`config.mk`:
```
export PLATFORM = sky130hd
export DESIGN_NAME = mmm_core_flat
export DESIGN_NICKNAME = d
export VERILOG_FILES = /design/src/rtl/mmm_core_if.sv /design/src/rtl/mmm_core.sv /design/src/flat_wrapper.sv
export SDC_FILE = /design/constraint.sdc
export NUM_CORES = 1
export LEC_CHECK = 0
export ABC_AREA = 1
export CAP_MARGIN = 20
export CORE_ASPECT_RATIO = 1.25
export CORE_MARGIN = 2
export CORE_UTILIZATION = 50
export CTS_BUF_LIST = sky130_fd_sc_hd__clkbuf_2 sky130_fd_sc_hd__clkbuf_4 sky130_fd_sc_hd__clkbuf_8
export DETAILED_ROUTE_END_ITERATION = 12
export PLACE_DENSITY = 0.84
export REMOVE_ABC_BUFFERS = 1
export SLEW_MARGIN = 10
export SYNTH_ARGS = -nofsm -noshare
export SYNTH_HDL_FRONTEND = slang
export SYNTH_SLANG_ARGS = --single-unit
export TNS_END_PERCENT = 10
```
`constraint.sdc`:
```
create_clock -name clk -period 2.6 [get_ports clk]
set_input_delay 0.52 -clock clk [delete_from_list [all_inputs] [get_ports clk]]
set_output_delay 0.52 -clock clk [all_outputs]
set_load 0.05 [all_outputs]
```
`src/rtl/mmm_core_if.sv`:
```
// Bus bundle for the bit-serial Montgomery multiplier: operand inputs,
// the serial A stream, the upstream shift-register controls and the result.
interface mmm_core_if #(
  parameter int WIDTH = 8
);
  logic             en;
  logic             start;
  logic             A_bit;
  logic [WIDTH-1:0] B;
  logic [WIDTH-1:0] N;
  logic             ld_a_o;
  logic             shift_en_o;
  logic             busy_o;
  logic             done_o;
  logic [WIDTH-1:0] P_o;

  // Requester side: drives operands and the serial A bit, observes status.
  modport master (
    output en, start, A_bit, B, N,
    input  ld_a_o, shift_en_o, busy_o, done_o, P_o
  );

  // Multiplier side.
  modport slave (
    input  en, start, A_bit, B, N,
    output ld_a_o, shift_en_o, busy_o, done_o, P_o
  );
endinterface

```
`src/rtl/mmm_core.sv`:
```
// Bit-serial radix-2 Montgomery modular multiplier: P = A*B*2^-WIDTH mod N.
// A arrives LSB first from an upstream shift register that this block loads
// and advances; one iteration per CALC cycle, then one conditional subtract.
module mmm_core #(
  parameter int WIDTH = 8
) (
  input  logic       clk,
  input  logic       rstb,
  mmm_core_if.slave  bus
);

  localparam int CNT_W = (WIDTH > 1) ? $clog2(WIDTH) : 1;
  localparam logic [CNT_W-1:0] LAST_IT = CNT_W'(WIDTH - 1);

  typedef enum logic [2:0] {
    IDLE,
    LOAD,
    CALC,
    CORR,
    DONE
  } state_t;

  state_t           state_q, state_d;
  logic [WIDTH+1:0] s_q, s_d;
  logic [CNT_W-1:0] cnt_q, cnt_d;
  logic [WIDTH-1:0] p_q, p_d;
  logic             ld_a, shift_en;

  logic             q_bit;
  logic [WIDTH+1:0] b_ext, n_ext, sum;

  // Final reduction: S < 2N, so one unsigned subtract at WIDTH+1 bits
  // brings the result into [0, N).
  function automatic logic [WIDTH-1:0] final_reduce(
    input logic [WIDTH:0]   s,
    input logic [WIDTH-1:0] n
  );
    logic [WIDTH:0] n1;
    n1 = {1'b0, n};
    return (s >= n1) ? WIDTH'(s - n1) : WIDTH'(s);
  endfunction

  assign b_ext = {2'b00, bus.B};
  assign n_ext = {2'b00, bus.N};

  // One Montgomery iteration: add A_bit*B, then add N when needed to make
  // the sum even so the halving is exact. WIDTH+2 bits cannot overflow.
  always_comb begin
    q_bit = s_q[0] ^ (bus.A_bit & bus.B[0]);
    sum   = s_q + (bus.A_bit ? b_ext : '0) + (q_bit ? n_ext : '0);
  end

  // Next-state and control decode; nothing advances while en is low.
  always_comb begin
    state_d  = state_q;
    s_d      = s_q;
    cnt_d    = cnt_q;
    p_d      = p_q;
    ld_a     = 1'b0;
    shift_en = 1'b0;
    if (bus.en) begin
      case (state_q)
        IDLE: begin
          if (bus.start) state_d = LOAD;
        end
        LOAD: begin
          // Upstream loads A now, so A[0] is on A_bit in the first CALC cycle.
          ld_a     = 1'b1;
          shift_en = 1'b1;
          s_d      = '0;
          cnt_d    = '0;
          state_d  = CALC;
        end
        CALC: begin
          shift_en = 1'b1;
          s_d      = sum >> 1;
          cnt_d    = cnt_q + 1'b1;
          if (cnt_q == LAST_IT) state_d = CORR;
        end
        CORR: begin
          p_d     = final_reduce(s_q[WIDTH:0], bus.N);
          state_d = DONE;
        end
        DONE: begin
          state_d = IDLE;
        end
        default: state_d = IDLE;
      endcase
    end
  end

  // State, accumulator, counter and result registers.
  always_ff @(posedge clk or negedge rstb) begin
    if (!rstb) begin
      state_q <= IDLE;
      s_q     <= '0;
      cnt_q   <= '0;
      p_q     <= '0;
    end else begin
      state_q <= state_d;
      s_q     <= s_d;
      cnt_q   <= cnt_d;
      p_q     <= p_d;
    end
  end

  assign bus.ld_a_o     = ld_a;
  assign bus.shift_en_o = shift_en;
  assign bus.busy_o     = (state_q != IDLE);
  assign bus.done_o     = (state_q == DONE);
  assign bus.P_o        = p_q;

endmodule
```
`src/flat_wrapper.sv`:
```
// flat-port wrapper written by rule: the top's interface ports become plain ports
module mmm_core_flat 
#(
  parameter int WIDTH = 8
)
  (clk, rstb, bus_en, bus_start, bus_A_bit, bus_B, bus_N, bus_ld_a_o, bus_shift_en_o, bus_busy_o, bus_done_o, bus_P_o);
  mmm_core_if #(.WIDTH(WIDTH)) bus_i ();
  input  logic clk;
  input  logic rstb;
  input wire logic [$bits(bus_i.en)-1:0] bus_en;
  input wire logic [$bits(bus_i.start)-1:0] bus_start;
  input wire logic [$bits(bus_i.A_bit)-1:0] bus_A_bit;
  input wire logic [$bits(bus_i.B)-1:0] bus_B;
  input wire logic [$bits(bus_i.N)-1:0] bus_N;
  output wire logic [$bits(bus_i.ld_a_o)-1:0] bus_ld_a_o;
  output wire logic [$bits(bus_i.shift_en_o)-1:0] bus_shift_en_o;
  output wire logic [$bits(bus_i.busy_o)-1:0] bus_busy_o;
  output wire logic [$bits(bus_i.done_o)-1:0] bus_done_o;
  output wire logic [$bits(bus_i.P_o)-1:0] bus_P_o;
  assign bus_i.en = bus_en;
  assign bus_i.start = bus_start;
  assign bus_i.A_bit = bus_A_bit;
  assign bus_i.B = bus_B;
  assign bus_i.N = bus_N;
  assign bus_ld_a_o = bus_i.ld_a_o;
  assign bus_shift_en_o = bus_i.shift_en_o;
  assign bus_busy_o = bus_i.busy_o;
  assign bus_done_o = bus_i.done_o;
  assign bus_P_o = bus_i.P_o;
  mmm_core #(.WIDTH(WIDTH)) u_core (.clk(clk), .rstb(rstb), .bus(bus_i));
endmodule
```
# After elaboration in Yosys (flattened, before gate mapping)

Index checks and enable logic that the tools add are counted.

Bits in writable memories: 0
Output and inout bits: 12
Flip-flop bits (word level): 24
Memory bits (read-only): 0
Bits of input ports: 21
Latch bits: 0
Logic and storage cells: 37
Memories: 0

Bitwise gates (word level): 2
Magnitude comparators: 1
Add/subtract/negate cells: 4
Divide/modulo/power cells: 0
Equal/unequal tests: 7
Mux-type cells: 12
Shifts and indexed selects: 0
Reduce and logical (&&, ||, !) cells: 7
Multiply operators: 0

Operator list:

| cell                | count |
|---|---|
| $mux 8              | 3 |
| $pmux 10 s2         | 1 |
| $pmux 3 s4          | 1 |
| $add 10x10->10      | 1 |
| $add 10x8->10       | 1 |
| $ge 9x8->1          | 1 |
| $sub 8x8->8         | 1 |
| $eq 3x2->1 const B  | 2 |
| $eq 3x3->1 const B  | 2 |
| $mux 3              | 2 |
| $pmux 3 s2          | 1 |
| $mux 1              | 4 |
| $reduce_and 2->1    | 2 |
| $add 3x1->3 const B | 1 |
| $eq 3x1->1 const B  | 1 |
| $logic_not 3->1     | 1 |
| $reduce_and 3->1    | 1 |
| $reduce_bool 3->1   | 1 |
| $ne 2x1->1 const B  | 1 |
| $ne 2x2->1 const B  | 1 |
| $reduce_bool 2->1   | 1 |
| $reduce_or 2->1     | 1 |
| $and 1x1->1         | 1 |
| $xor 1x1->1         | 1 |

# Longest topological paths before layout

Depth after elaboration: 5
Depth in mapped cells: 17
Gate-level depth less buffers: 16

# Worst setup path after synthesis

Ideal clock, no wire load.

Path kind: input to register
Start: input bus_A_bit
End: register u_core.s_q[5]
Path slack: -207 ps
Stages on the path: 14
Data arrival time: 2,676 ps
Required time: 2,469 ps
Setup time: 131 ps
Buffers on the path: 1
Path through: clkbuf_1 > nand2_1 > nand2_1 > nand2_1 > inv_1 > nand2_1 > fa_1 > inv_1 > ha_1 > a21oi_1 > nand3_1 > or2_2 > nand3_1 > o21ai_0

Cells in the longest elaborated chain, start to end: 5
Elaborated cells between the ends (all ways): 7
Classes of those cells: add/sub: 2; mux: 3; bitwise: 2

RTL lines:

| what                                                  | RTL line           | RTL |
|---|---|---|
| start, declared                                       | flat_wrapper.sv:12 | `input wire logic [$bits(bus_i.A_bit)-1:0] bus_A_bit;` |
| branches (longest 3 deep; another with $add 10x8->10) | --                 |  |
| $add 10x10->10 (*)                                    | mmm_core.sv:50     | `sum = s_q + (bus.A_bit ? b_ext : '0) + (q_bit ? n_ext : '0);` |
| $pmux 10 s2 (*)                                       | mmm_core.sv:62     | `case (state_q)` |
| end signal, assigned                                  | mmm_core.sv:96     | `s_q <= '0;` |
| end signal, assigned                                  | mmm_core.sv:101    | `s_q <= s_d;` |
| end, declared                                         | mmm_core.sv:24     | `logic [WIDTH+1:0] s_q, s_d;` |

Every way passes the cells marked *. The select of a mux whose other input is x is not followed.
A chain may end at the register's enable or synchronous reset.

# Worst setup path after layout

Start: input bus_B[5]
End: register u_core.s_q[5]

Cells in the longest elaborated chain, start to end: 4

RTL lines:

| what            | RTL line           | RTL |
|---|---|---|
| start, declared | flat_wrapper.sv:13 | `input wire logic [$bits(bus_i.B)-1:0] bus_B;` |
| $mux 8          | mmm_core.sv:50     |  |
| $add 10x8->10   | mmm_core.sv:50     |  |
| $add 10x10->10  | mmm_core.sv:50     |  |
| $pmux 10 s2     | mmm_core.sv:62     |  |

Every way passes these cells. The select of a mux whose other input is x is not followed.

==> impl_metrics.yaml <==
critical_path:
  cpMostUsedCell: "nand2_1"
  critPathMaxFanout: 5
  cp_slowest_cell: "fa_1"
  crit_path_start_kind: "input pin"
  slowest_delay_ps: 530
  worstPathRequired_ps: 2770
  crit_family: "adder cells"
  cp-end-kind: "register"
  worst-setup-path-type: "in2reg"
  crit_buf_inv: 3
  cp_cell_sequence: "clkdlybuf4s50_1, nand2_1, fa_1, inv_2, ha_4, nand2_1, inv_1, nand4_1, nand3_2, or2_2, nand3_1, o21ai_0"
  critPathArrivalTime_ps: 2680
floorplanning:
  die_h_um: 77.4
  rows: 26
  die-area_um2: 4860
  die_w_um: 62.7
  core_area_um2: 4130
  initial_core_util: 0.522
  ios: 33
grt:
  grt_usage: 0.249
  first_global_vias: 2204
  globalRouteOverflowTotal: 0
  antenna_found_initial: 0
  grt_pass1_wl_um: 9630
  grt_max_degree: 24
drt:
  ant_nets: 0
  viasPerCell: 5.32
  vias: 2170
  firstDrtPassIters: 4
  post_drt_wl_per_cell_um: 14.3
  drt_iter0_drc: 153
  wirelength_um: 5850
  drc: 0
synth:
  async_reset_ff_frac: 1.00
  synth_cell_type_count: 32
  ys_warn_count: 0
  yosysTopAreaCell: "dfrtp_1"
  yosysSeqAreaShare: 0.267
  synth_flop_cell: "dfrtp_1"
  synth_seq_cells: 23
  synth_common_cells: "nand2_1 (88), inv_1 (52), nand3_1 (29)"
  synthCells: 295
  synth_edf_count: 0
  syn_area_um2: 2160
  synth_top_area_share: 0.267
  avgSynthCellArea_um2: 7.31
  synth.most_common_cell: "nand2_1"
  synth_area_leaders: "dfrtp_1 (27%), nand2_1 (15%), ha_1 (11%), inv_1 (9.1%), fa_1 (8.4%)"
cells_and_area:
  fin_nets: 402
  n_antenna_cell: 0
  syn2layout_area_growth_pct: 35.7
  fillCellCount: 306
  drive_gt1_frac: 0.241
timing:
  worst_slew_pin_slew_ps: 513
  final.period_utilization: 0.965
  finalCriticalPeriod_ps: 2510
  max_freq_ghz: 0.399
  holdWs_ps: 484
  hold_viol: 0
  finalClockSkew_ps: 7.72
  slew_viol_final: 0
  setup_viol: 0
  max-slew-margin-rel: 0.657
  fin_ws_ps: 91.6
run:
  max_cap_violations: 0
clock_tree:
  clk_latency_ps: 280
  cts.sinks: 23
  clock_path_buffers: 2
  cts_inserted_buffers: 3
  clockRootBuffer: "clkbuf_8"
  clkTransAtPathRegs_ps: 90
  htreeDepth: 1
  cts_tree: "built"
  ctsHoldBuffers: 0
placed_design:
  place_congestion: 0.968
  portBuffers: 32
  hpwl_um: 4270
  place_ws_ps: -609
power:
  irDropWorstVdd_mv: 0.532
  power_w: 0.00299
  power_density_nw_per_um2: 1020
  p_leak_nw: 1.61
min_path:
  hp-class: "reg2reg"
status:
  outcome: "completed"
-- routing by layer --
metal | global-route usage | vias to the layer above | wire (um)
met1 | 0.282 | 1040 | 2290
met2 | 0.459 | 68 | 3140
met4 | 0.127 | 0 | 170
li1 | - | 1049 | -
met5 | 0 | - | 0
met3 | 0.0275 | 13 | 248
-- flip-flops by register name, indices dropped and copies added, names as in the netlist --
register	cells
u_core.state_q	3
u_core.s_q	9
u_core.cnt_q	3
u_core.bus.P_o	8
-- final cells by class --
type	count	area [um^2]	area share
clock buffer	3	41.3	0.0141
sequential	23	576	0.197
tap	56	70.1	0.0240
timing repair buffer	54	509	0.174
multi-input combinational	214	1500	0.514
inverter	57	221	0.0757
clock inverter	1	5.00	0.00171
-- through the flow --
stage,std cells,TNS (ps),area (um^2),util
after CTS,407,0,2860,0.692
after floorplan,294,-2.39,2150,-
after global routing,408,-103,2930,0.708
final,408,0,2930,0.708
after global placement,402,-3400,2710,0.657
after detailed placement,402,-3940,2710,0.657
-- cell usage in the layout, fill, tap and decap left out, types with 2 or more instances in the layout --
master and n:
nand4_1 3, nand2_4 6, buf_12 2, nand2_2 12, inv_4 3, buf_6 3, clkbuf_2 2, a21oi_2 4
a22o_1 2, o21ai_0 8, nor2_1 8, ha_1 14, o21bai_1 2, clkbuf_8 3, nand2_1 78, xor2_1 2
ha_4 5, nor2_4 4, dfrtp_1 23, nand3_2 5, clkdlybuf4s50_1 27, nand3_1 25, fa_1 8, o21ai_1 3
nor3_2 2, inv_2 8, o22ai_1 2, a21o_1 2, inv_1 46, a21oi_1 8, buf_4 19, nor3_1 2
-- worst min-delay path, delay by kind of cell, from the launching register on --
kind / cells / cell delay [ps]
AND/OR/NAND/NOR: 2 / 100
flip-flops: 1 / 350
-- power by group --
part	switching, W	internal, W
logic	0.00130	0.000861
registers	0.000106	0.000488
clock network	0.000132	0.000108
total	0.00154	0.00146
-- path summary, 6_finish.rpt --
path | startpoint | end | cells after the start | slack [ps]
setup / recovery | bus_B[5] | u_core.s_q[5] | 12 | 90
hold / removal | u_core.bus.P_o[1] | u_core.bus.P_o[1] | 2 | 480
setup reg to reg | u_core.s_q[0] | u_core.s_q[4] | 12 | 100
hold reg to reg | u_core.bus.P_o[1] | u_core.bus.P_o[1] | 2 | 480
max in group asynchronous | rstb | u_core.state_q[0] | 2 | 1760
min in group asynchronous | rstb | u_core.s_q[0] | 2 | 580
-- kinds of logic (layout without fill, tap and decap cells) --
logic type / after synthesis / after routing / share of synthesized area
buffers and inverters: 58 / 115 / 0.103
and+or+nand+nor: 150 / 150 / 0.335
adders and majority gates: 28 / 28 / 0.194
DFF: 23 / 23 / 0.267
xor gates and xnor gates: 3 / 3 / 0.0122
AOI/OAI and AO/OA: 33 / 33 / 0.0888
-- timing repair --
action,CTS,global route
pin swaps,17,22
gates resized for setup,21,29
hold endpoints to repair,0,0
setup buffers,1,1
endpoints found under the setup margin,7,7
No activity file was read; power rests on OpenSTA's default activity.
